$ cat config.mk
export PLATFORM = sky130hd
export DESIGN_NAME = square_motion_engine_flat
export DESIGN_NICKNAME = d
export VERILOG_FILES = /design/src/rtl/square_motion_engine_if.sv /design/src/rtl/square_motion_engine.sv /design/src/flat_wrapper.sv
export SDC_FILE = /design/constraint.sdc
export NUM_CORES = 2
export LEC_CHECK = 0
export CORE_UTILIZATION = 45
export CTS_CLUSTER_DIAMETER = 30
export DETAILED_ROUTE_END_ITERATION = 8
export GPL_ROUTABILITY_DRIVEN = 0
export GPL_TIMING_DRIVEN = 0
export PLACE_DENSITY = 0.74
export SLEW_MARGIN = 30
export SYNTH_ARGS = -nofsm -noshare
export SYNTH_HDL_FRONTEND = slang
export SYNTH_SLANG_ARGS = --single-unit
$ cat constraint.sdc
create_clock -name clk -period 23 [get_ports clk]
set_input_delay 4.6 -clock clk [delete_from_list [all_inputs] [get_ports clk]]
set_output_delay 4.6 -clock clk [all_outputs]
set_load 0.1 [all_outputs]
$ cat src/rtl/square_motion_engine_if.sv
// Control and position bus between the VGA-side controller and the square motion engine.
// The controller drives the frame tick and pause; the engine returns positions and status.
interface square_motion_engine_if;
    logic         refresh_tick;
    logic         pause;
    logic [659:0] position;
    logic         busy;
    logic         update_done;
    logic         overrun;

    modport master (
        output refresh_tick, pause,
        input  position, busy, update_done, overrun
    );

    modport slave (
        input  refresh_tick, pause,
        output position, busy, update_done, overrun
    );
endinterface

$ cat src/rtl/square_motion_engine.sv
// Moves 16 bouncing squares once per frame: serial update into a shadow copy,
// then a single-cycle atomic publish so the pixel generator never sees a torn frame.
module square_motion_engine #(
    parameter int NUM_SQUARES = 16,
    parameter int SQUARE_SIZE = 10,
    parameter int STEP        = 2,
    parameter int H_ACTIVE    = 640,
    parameter int V_ACTIVE    = 480
) (
    input  logic                  clk,
    input  logic                  reset,
    square_motion_engine_if.slave bus
);
    localparam int          IDX_W  = $clog2(NUM_SQUARES);
    localparam logic [10:0] X_MAX  = 11'(H_ACTIVE - SQUARE_SIZE);
    localparam logic [10:0] Y_MAX  = 11'(V_ACTIVE - SQUARE_SIZE);
    localparam logic [10:0] STEP_W = 11'(STEP);

    localparam logic [1:0] IDLE   = 2'd0;
    localparam logic [1:0] UPDATE = 2'd1;
    localparam logic [1:0] COMMIT = 2'd2;

    typedef struct packed {
        logic [9:0] pos;
        logic       dir;
    } axis_t;

    logic [1:0]             r_state;
    logic [IDX_W-1:0]       r_idx;
    logic                   r_busy;
    logic                   r_done;
    logic                   r_overrun;
    logic [9:0]             r_x  [NUM_SQUARES];
    logic [9:0]             r_y  [NUM_SQUARES];
    logic [9:0]             r_sx [NUM_SQUARES];
    logic [9:0]             r_sy [NUM_SQUARES];
    logic [NUM_SQUARES-1:0] r_dx;
    logic [NUM_SQUARES-1:0] r_dy;

    axis_t                  w_nx;
    axis_t                  w_ny;
    logic [659:0]           w_position;

    // Sums are widened to 11 bits so x + STEP near the right edge cannot wrap.
    function automatic axis_t step_axis(input logic [9:0] cur, input logic dir,
                                        input logic [10:0] lim);
        axis_t r;
        if (dir) begin
            if ({1'b0, cur} + STEP_W > lim) begin
                r.pos = lim[9:0];
                r.dir = 1'b0;
            end else begin
                r.pos = 10'({1'b0, cur} + STEP_W);
                r.dir = 1'b1;
            end
        end else begin
            if ({1'b0, cur} < STEP_W) begin
                r.pos = '0;
                r.dir = 1'b1;
            end else begin
                r.pos = 10'({1'b0, cur} - STEP_W);
                r.dir = 1'b0;
            end
        end
        return r;
    endfunction

    always_comb begin
        w_nx = step_axis(r_sx[r_idx], r_dx[r_idx], X_MAX);
        w_ny = step_axis(r_sy[r_idx], r_dy[r_idx], Y_MAX);
    end

    // NOTE: every variable in a combinational block gets a default first, so no latch is inferred.
    always_comb begin
        w_position = '0;
        for (int i = 0; i < NUM_SQUARES; i++) begin
            w_position[i*40 +: 10]    = r_x[i];
            w_position[i*40+10 +: 10] = r_y[i];
        end
    end

    // NOTE: the position arrays sit in the async reset because the display needs a known layout immediately.
    always_ff @(posedge clk or posedge reset) begin
        if (reset) begin
            r_state   <= IDLE;
            r_idx     <= '0;
            r_busy    <= 1'b0;
            r_done    <= 1'b0;
            r_overrun <= 1'b0;
            for (int i = 0; i < NUM_SQUARES; i++) begin
                r_x[i]  <= 10'(16 + 38 * i);
                r_y[i]  <= 10'(16 + 28 * i);
                r_sx[i] <= 10'(16 + 38 * i);
                r_sy[i] <= 10'(16 + 28 * i);
                r_dx[i] <= i[0];
                r_dy[i] <= i[1];
            end
        end else begin
            // NOTE: non-blocking assignments keep every register sampling pre-edge values.
            r_done <= 1'b0;
            if (bus.refresh_tick && !bus.pause && r_busy) begin
                r_overrun <= 1'b1;
            end
            case (r_state)
                IDLE: begin
                    if (bus.refresh_tick && !bus.pause) begin
                        r_state <= UPDATE;
                        r_idx   <= '0;
                        r_busy  <= 1'b1;
                    end
                end
                UPDATE: begin
                    r_sx[r_idx] <= w_nx.pos;
                    r_dx[r_idx] <= w_nx.dir;
                    r_sy[r_idx] <= w_ny.pos;
                    r_dy[r_idx] <= w_ny.dir;
                    r_idx       <= r_idx + 1'b1;
                    if (r_idx == IDX_W'(NUM_SQUARES - 1)) begin
                        r_state <= COMMIT;
                    end
                end
                COMMIT: begin
                    r_x     <= r_sx;
                    r_y     <= r_sy;
                    r_done  <= 1'b1;
                    r_busy  <= 1'b0;
                    r_state <= IDLE;
                end
                default: begin
                    r_state <= IDLE;
                    r_busy  <= 1'b0;
                end
            endcase
        end
    end

    assign bus.position    = w_position;
    assign bus.busy        = r_busy;
    assign bus.update_done = r_done;
    assign bus.overrun     = r_overrun;
endmodule

$ cat src/flat_wrapper.sv
// flat-port wrapper written by rule: the top's interface ports become plain ports
module square_motion_engine_flat 
#(
    parameter int NUM_SQUARES = 16,
    parameter int SQUARE_SIZE = 10,
    parameter int STEP        = 2,
    parameter int H_ACTIVE    = 640,
    parameter int V_ACTIVE    = 480
)
  (clk, reset, bus_refresh_tick, bus_pause, bus_position, bus_busy, bus_update_done, bus_overrun);
  square_motion_engine_if bus_i ();
  input  logic clk;
  input  logic reset;
  input wire logic [$bits(bus_i.refresh_tick)-1:0] bus_refresh_tick;
  input wire logic [$bits(bus_i.pause)-1:0] bus_pause;
  output wire logic [$bits(bus_i.position)-1:0] bus_position;
  output wire logic [$bits(bus_i.busy)-1:0] bus_busy;
  output wire logic [$bits(bus_i.update_done)-1:0] bus_update_done;
  output wire logic [$bits(bus_i.overrun)-1:0] bus_overrun;
  assign bus_i.refresh_tick = bus_refresh_tick;
  assign bus_i.pause = bus_pause;
  assign bus_position = bus_i.position;
  assign bus_busy = bus_i.busy;
  assign bus_update_done = bus_i.update_done;
  assign bus_overrun = bus_i.overrun;
  square_motion_engine #(.NUM_SQUARES(NUM_SQUARES), .SQUARE_SIZE(SQUARE_SIZE), .STEP(STEP), .H_ACTIVE(H_ACTIVE), .V_ACTIVE(V_ACTIVE)) u_core (.clk(clk), .reset(reset), .bus(bus_i));
endmodule
Word level (Yosys, flattened, before mapping). Cells that the tools add are included.

Flip-flop bits (word level): 681. Latch bits: 0. Bits in writable memories: 0. Memory bits (read-only): 0. Word-level logic and storage cells: 133. Memories kept: 0.

Add/subtract/negate cells: 5. $mul: 0. Div/mod/pow operators: 0. Magnitude comparators: 8. Equality and inequality tests: 5. Shift-type cells: 0. Mux-type cells: 32. Bitwise gates (word level): 2. Reductions and logical operators: 10.

Operator list (number): 160-bit bitwise mux (2); 10-bit binary-select mux with 4-bit select (2); 11-bit 2-to-1 mux (6); 10-bit 2-to-1 mux (5); 10-bit demux with 4-bit select (1); 16-bit bitwise mux (2); 10-bit by 2-bit adder with 11-bit output (second input constant) (2); 10-bit by 2-bit < comparator with 1-bit output (second input constant) (2); 10-bit by 2-bit subtractor with 10-bit output (second input constant) (2); 11-bit by 10-bit greater-than comparator with 1-bit output (second input constant) (1); 11-bit by 9-bit greater-than comparator with 1-bit output (second input constant) (1); 1-bit binary-select mux with 4-bit select (2); 4-bit one-hot mux with 2 select lines (1); 2-bit AND reduction (3); 5-bit greater-or-equal comparator (second input constant) (1); 4-bit by 5-bit < comparator with 1-bit output (second input constant) (1); 5-bit by 1-bit < comparator with 1-bit output (second input constant) (1); 1-bit 2-to-1 mux (5); 4-bit inverter with 5-bit output (1); 4-bit by 1-bit adder with 4-bit output (second input constant) (1); 1-bit demux with 4-bit select (1); 4-bit equality test (second input constant) (1); 4-bit by 1-bit greater-or-equal comparator with 1-bit output (second input constant) (1); 1-bit logical AND (4); other kinds (11) (13).

Longest topological paths before layout.
Depth in word-level cells: 9. Mapped depth: 19. Depth with buffers taken out: 14.

Worst setup path after synthesis. Ideal clock, no wire load.

Kind: reg-to-output. From: reg u_core.r_busy (netlist: u_core.bus.busy). To: out bus_busy. Data arrival time: 0.913 ns. Required time: 18.400 ns. Path slack: 17.487 ns. Cell stages (with the launch flop): 1. Cells stage by stage: dfrtp_1.

RTL lines: start, declared (RTL line square_motion_engine.sv:30) `logic r_busy;`; start signal, assigned (RTL line square_motion_engine.sv:87) `r_busy <= 1'b0;`; start signal, assigned (RTL line square_motion_engine.sv:109) `r_busy <= 1'b1;`; start signal, assigned (RTL line square_motion_engine.sv:126) `r_busy <= 1'b0;`; end, declared (RTL line flat_wrapper.sv:17) `output wire logic [$bits(bus_i.busy)-1:0] bus_busy;`.

No word-level cell between the ends.

Worst setup path in the final report.
From: reg u_core.r_x (netlist bit u_core.bus.position[41]). To: out bus_position[41].

RTL lines: start, declared (RTL line square_motion_engine.sv:33) `logic [9:0] r_x [NUM_SQUARES];`; start signal, assigned by index (RTL line square_motion_engine.sv:91) `r_x[i] <= 10'(16 + 38 * i);`; start signal, assigned (RTL line square_motion_engine.sv:123) `r_x <= r_sx;`; end, declared (RTL line flat_wrapper.sv:16) `output wire logic [$bits(bus_i.position)-1:0] bus_position;`.

No word-level cell between the ends.

==> results by group <==
CTS
  • Buffer depth of the longest clock path: 3
  • Number of buffers inserted by hold repair at cts: 0
  • # resized after CTS: 0
  • Clock root buffer: clkbuf_16
  • Clk pin slew, worst setup/hold paths: 50 ps
  • H-tree depth: 3
  • CTS tree: done
  • Clock Latency Late Sink: 680 ps
  • Postcts setup bufs: 0
  • Total CTS buffers: 116
  • Clk sinks: 681

Setup path
  • CP delay by family, top: buffers and inverters
  • Biggest cell delay along the critical path: 1150 ps
  • Max FO, Critical Path: 2
  • CP Capture Type: output pin
  • Crit path buf inv count: 1
  • Flop-to-flop setup slack: 17060 ps
  • RR Endpoint: u_core.r_sy[90]$_DFFE_PP0P_
  • Slowest CP cell: clkdlybuf4s50_1
  • Crit Path Class: reg -> out
  • CP Launch Type: flop
  • R2R Path Start: u_core.r_idx[1]$_DFFE_PP0P_
  • Critical path depth in cells: 1
  • Worst R2R Path Depth: 18
  • Critical path arrival: 2420 ps
  • Crit-path cells: clkdlybuf4s50_1
  • Worst EP required: 18400 ps

Global routing
  • Initial antenna violation count: 2
  • First-pass GRT wire length: 160300 um
  • Largest net degree at the start of global routing: 33
  • Global route total overflow: 0
  • Vias in the first global route: 25540
  • GRT Resource Usage Total: 28.89%

Status
  • Status: finished, final reports clean

Detailed routing
  • Initial DRC Count: 2607
  • First-pass DRT Iterations: 6
  • DRC Markers: 0
  • Post-route ant nets: 0
  • Via count: 26060
  • Vias per std cell: 5.201
  • WL final: 108200 um
  • Per-cell routed wire length: 21.59 um

Timing
  • Final period util: 30.54%
  • Setup-failing EPs final: 0
  • Rel. slew slack: 24.92%
  • Worst Tran Pin Value: 1118 ps
  • Endpoints failing hold: 0
  • Slew Viols, Final: 0
  • RSZ-0062 raised after global routing: false
  • Final WS setup: 15980 ps
  • Skew final: 32.58 ps
  • Tmin final: 7024 ps
  • Setup TNS: 0 ps
  • Fmax achieved: 142.4 MHz

Placement
  • Setup WS pre-CTS: 15850 ps
  • I/O Buffers: 326
  • Final HPWL DP: 80040 um

Synthesis
  • Synth area leaders: dfrtp_1 (33%), dfstp_2 (20%), nand2_1 (14%), buf_4 (8.0%), mux2_2 (6.5%)
  • Synth Cell Area: 32610 um2
  • Synth Flop Type: dfrtp_1
  • Cells after synthesis: 3146
  • Ys Warns: 0
  • Post-synth top cells: nand2_1 (1202), dfrtp_1 (431), buf_4 (346)
  • Register area share after synthesis: 53.22%
  • Top-area cell type share of the netlist area: 33.07%
  • Synth async-reset ratio: 100.0%
  • Cell variety after synth: 91
  • Yosys reg bits: 681
  • Mean Syn Cell Area: 10.37 um2
  • Top cell type by total area after synthesis: dfrtp_1
  • Number of synthesized flops with an enable pin: 0
  • Cell with the most instances after synthesis: nand2_1

Hold path
  • WHS Endpoint: u_core.bus.position[606]$_DFFE_PP1P_
  • Hold_sp: u_core.bus.position[606]$_DFFE_PP1P_
  • Class of the worst hold path: reg -> reg
  • Hold-critical path depth: 2

Finish
  • Area Growth Syn to Fin: 31.60%
  • Area of the multi-input gates: 12990 um2
  • Storage cell area: 17350 um2
  • Layout fillers: 5636
  • Ant. Diodes: 0
  • Layout cells sized above 1: 30.34%
  • Post-layout util: 59.93%
  • Final #Nets: 3972

Floorplan
  • Die height: 271.2 um
  • Core area: 71610 um2
  • Die Wd: 271.2 um
  • Initial core utilization: 45.54%
  • Die area: 73540 um2
  • Cell Rows: 98
  • Top Ports: 667

Flow run
  • Max_cap viols: 0

Power and ir drop
  • Pwr per Cell Area: 169.9 nW/um2
  • Peak VDD IR: 0.09833 mV
  • LEAKAGE: 21.06 nW
-- report_power, final --
| part | switching [mW] | internal, mW |
|---|---|---|
| logic | 2.49 | 0.995 |
| clock network | 0.643 | 1.21 |
| registers | 0.298 | 1.65 |
-- cell families after synthesis --
kind of cell | after synthesis | synth area share, %
other | 1 | 0.01150
XOR/XNOR | 10 | 0.2686
AND/OR/NAND/NOR | 1320 | 15.79
multiplexers | 296 | 13.32
buffers and inverters | 545 | 10.91
adder cells (fa/ha/maj) | 10 | 0.3837
AO/OA/AOI/OAI | 283 | 6.097
flip-flops | 681 | 53.22
-- cells in the final DEF (no fill, tap or decap), drive strengths merged, types with 32 or more instances in the layout --
master and instances:
dfstp 250, o21ai 110, conb 340, o31ai 70, buf 480, mux4 83
nor2 32, clkinv 32, nand2 1203, dfrtp 431, clkbuf 284, clkdlybuf4s50 263
mux2 188
-- registers in the layout, summed over array words and instances (netlist names) --
name and cells:
u_core.r_sy 160, u_core.bus.overrun 1, u_core.r_idx 4, u_core.r_state 2, u_core.bus.busy 1, u_core.bus.position 320
u_core.r_sx 160, u_core.bus.update_done 1, u_core.r_dx 16, u_core.r_dy 16
-- final cells by class --
class / instances / area share (%)
multi-input combinational: 2259 / 30.26
inverter: 16 / 0.1487
clock buffer: 143 / 7.479
tap: 950 / 2.770
sequential: 681 / 40.44
buffer: 529 / 8.152
timing repair buffer: 355 / 8.362
clock inverter: 78 / 2.391
-- worst max path at each step --
| stage | to | slack, ps | from |
|---|---|---|---|
| 2_1_floorplan | u_core.bus.busy$_DFFE_PP0P_ | 9290 | reset |
| 3_3_place_gp | u_core.bus.position[290]$_DFFE_PP0P_ | 5120 | reset |
| 3_5_place_dp | u_core.bus.position[214]$_DFFE_PP1P_ | 15850 | reset |
| 4_1_cts | bus_position[495] | 15970 | u_core.bus.position[495]$_DFFE_PP1P_ |
| 5_1_grt | bus_position[41] | 15980 | u_core.bus.position[41]$_DFFE_PP1P_ |
| 6_report | bus_position[41] | 15980 | u_core.bus.position[41]$_DFFE_PP1P_ |
-- stage by stage --
step	power (mW)	instances	hold slack, ps	instance area, um2
floorplan	4.351	3485	437.9	33890
global placement	5.252	4761	438.6	38340
detailed placement	5.318	4789	447.9	38720
CTS	7.200	5010	456.0	42950
global route	7.503	5011	464.9	42910
finish	7.291	5011	454.6	42910
-- metal layers --
metal / share of wire (%) / vias up / track usage, %
li1: - / 11440 / -
met5: 0 / - / 0
met3: 10 / 303 / 7.660
met4: 4.7 / 0 / 13.82
met2: 48 / 1479 / 47.64
met1: 37 / 12840 / 35.29
No activity file was read; power rests on OpenSTA's default activity.
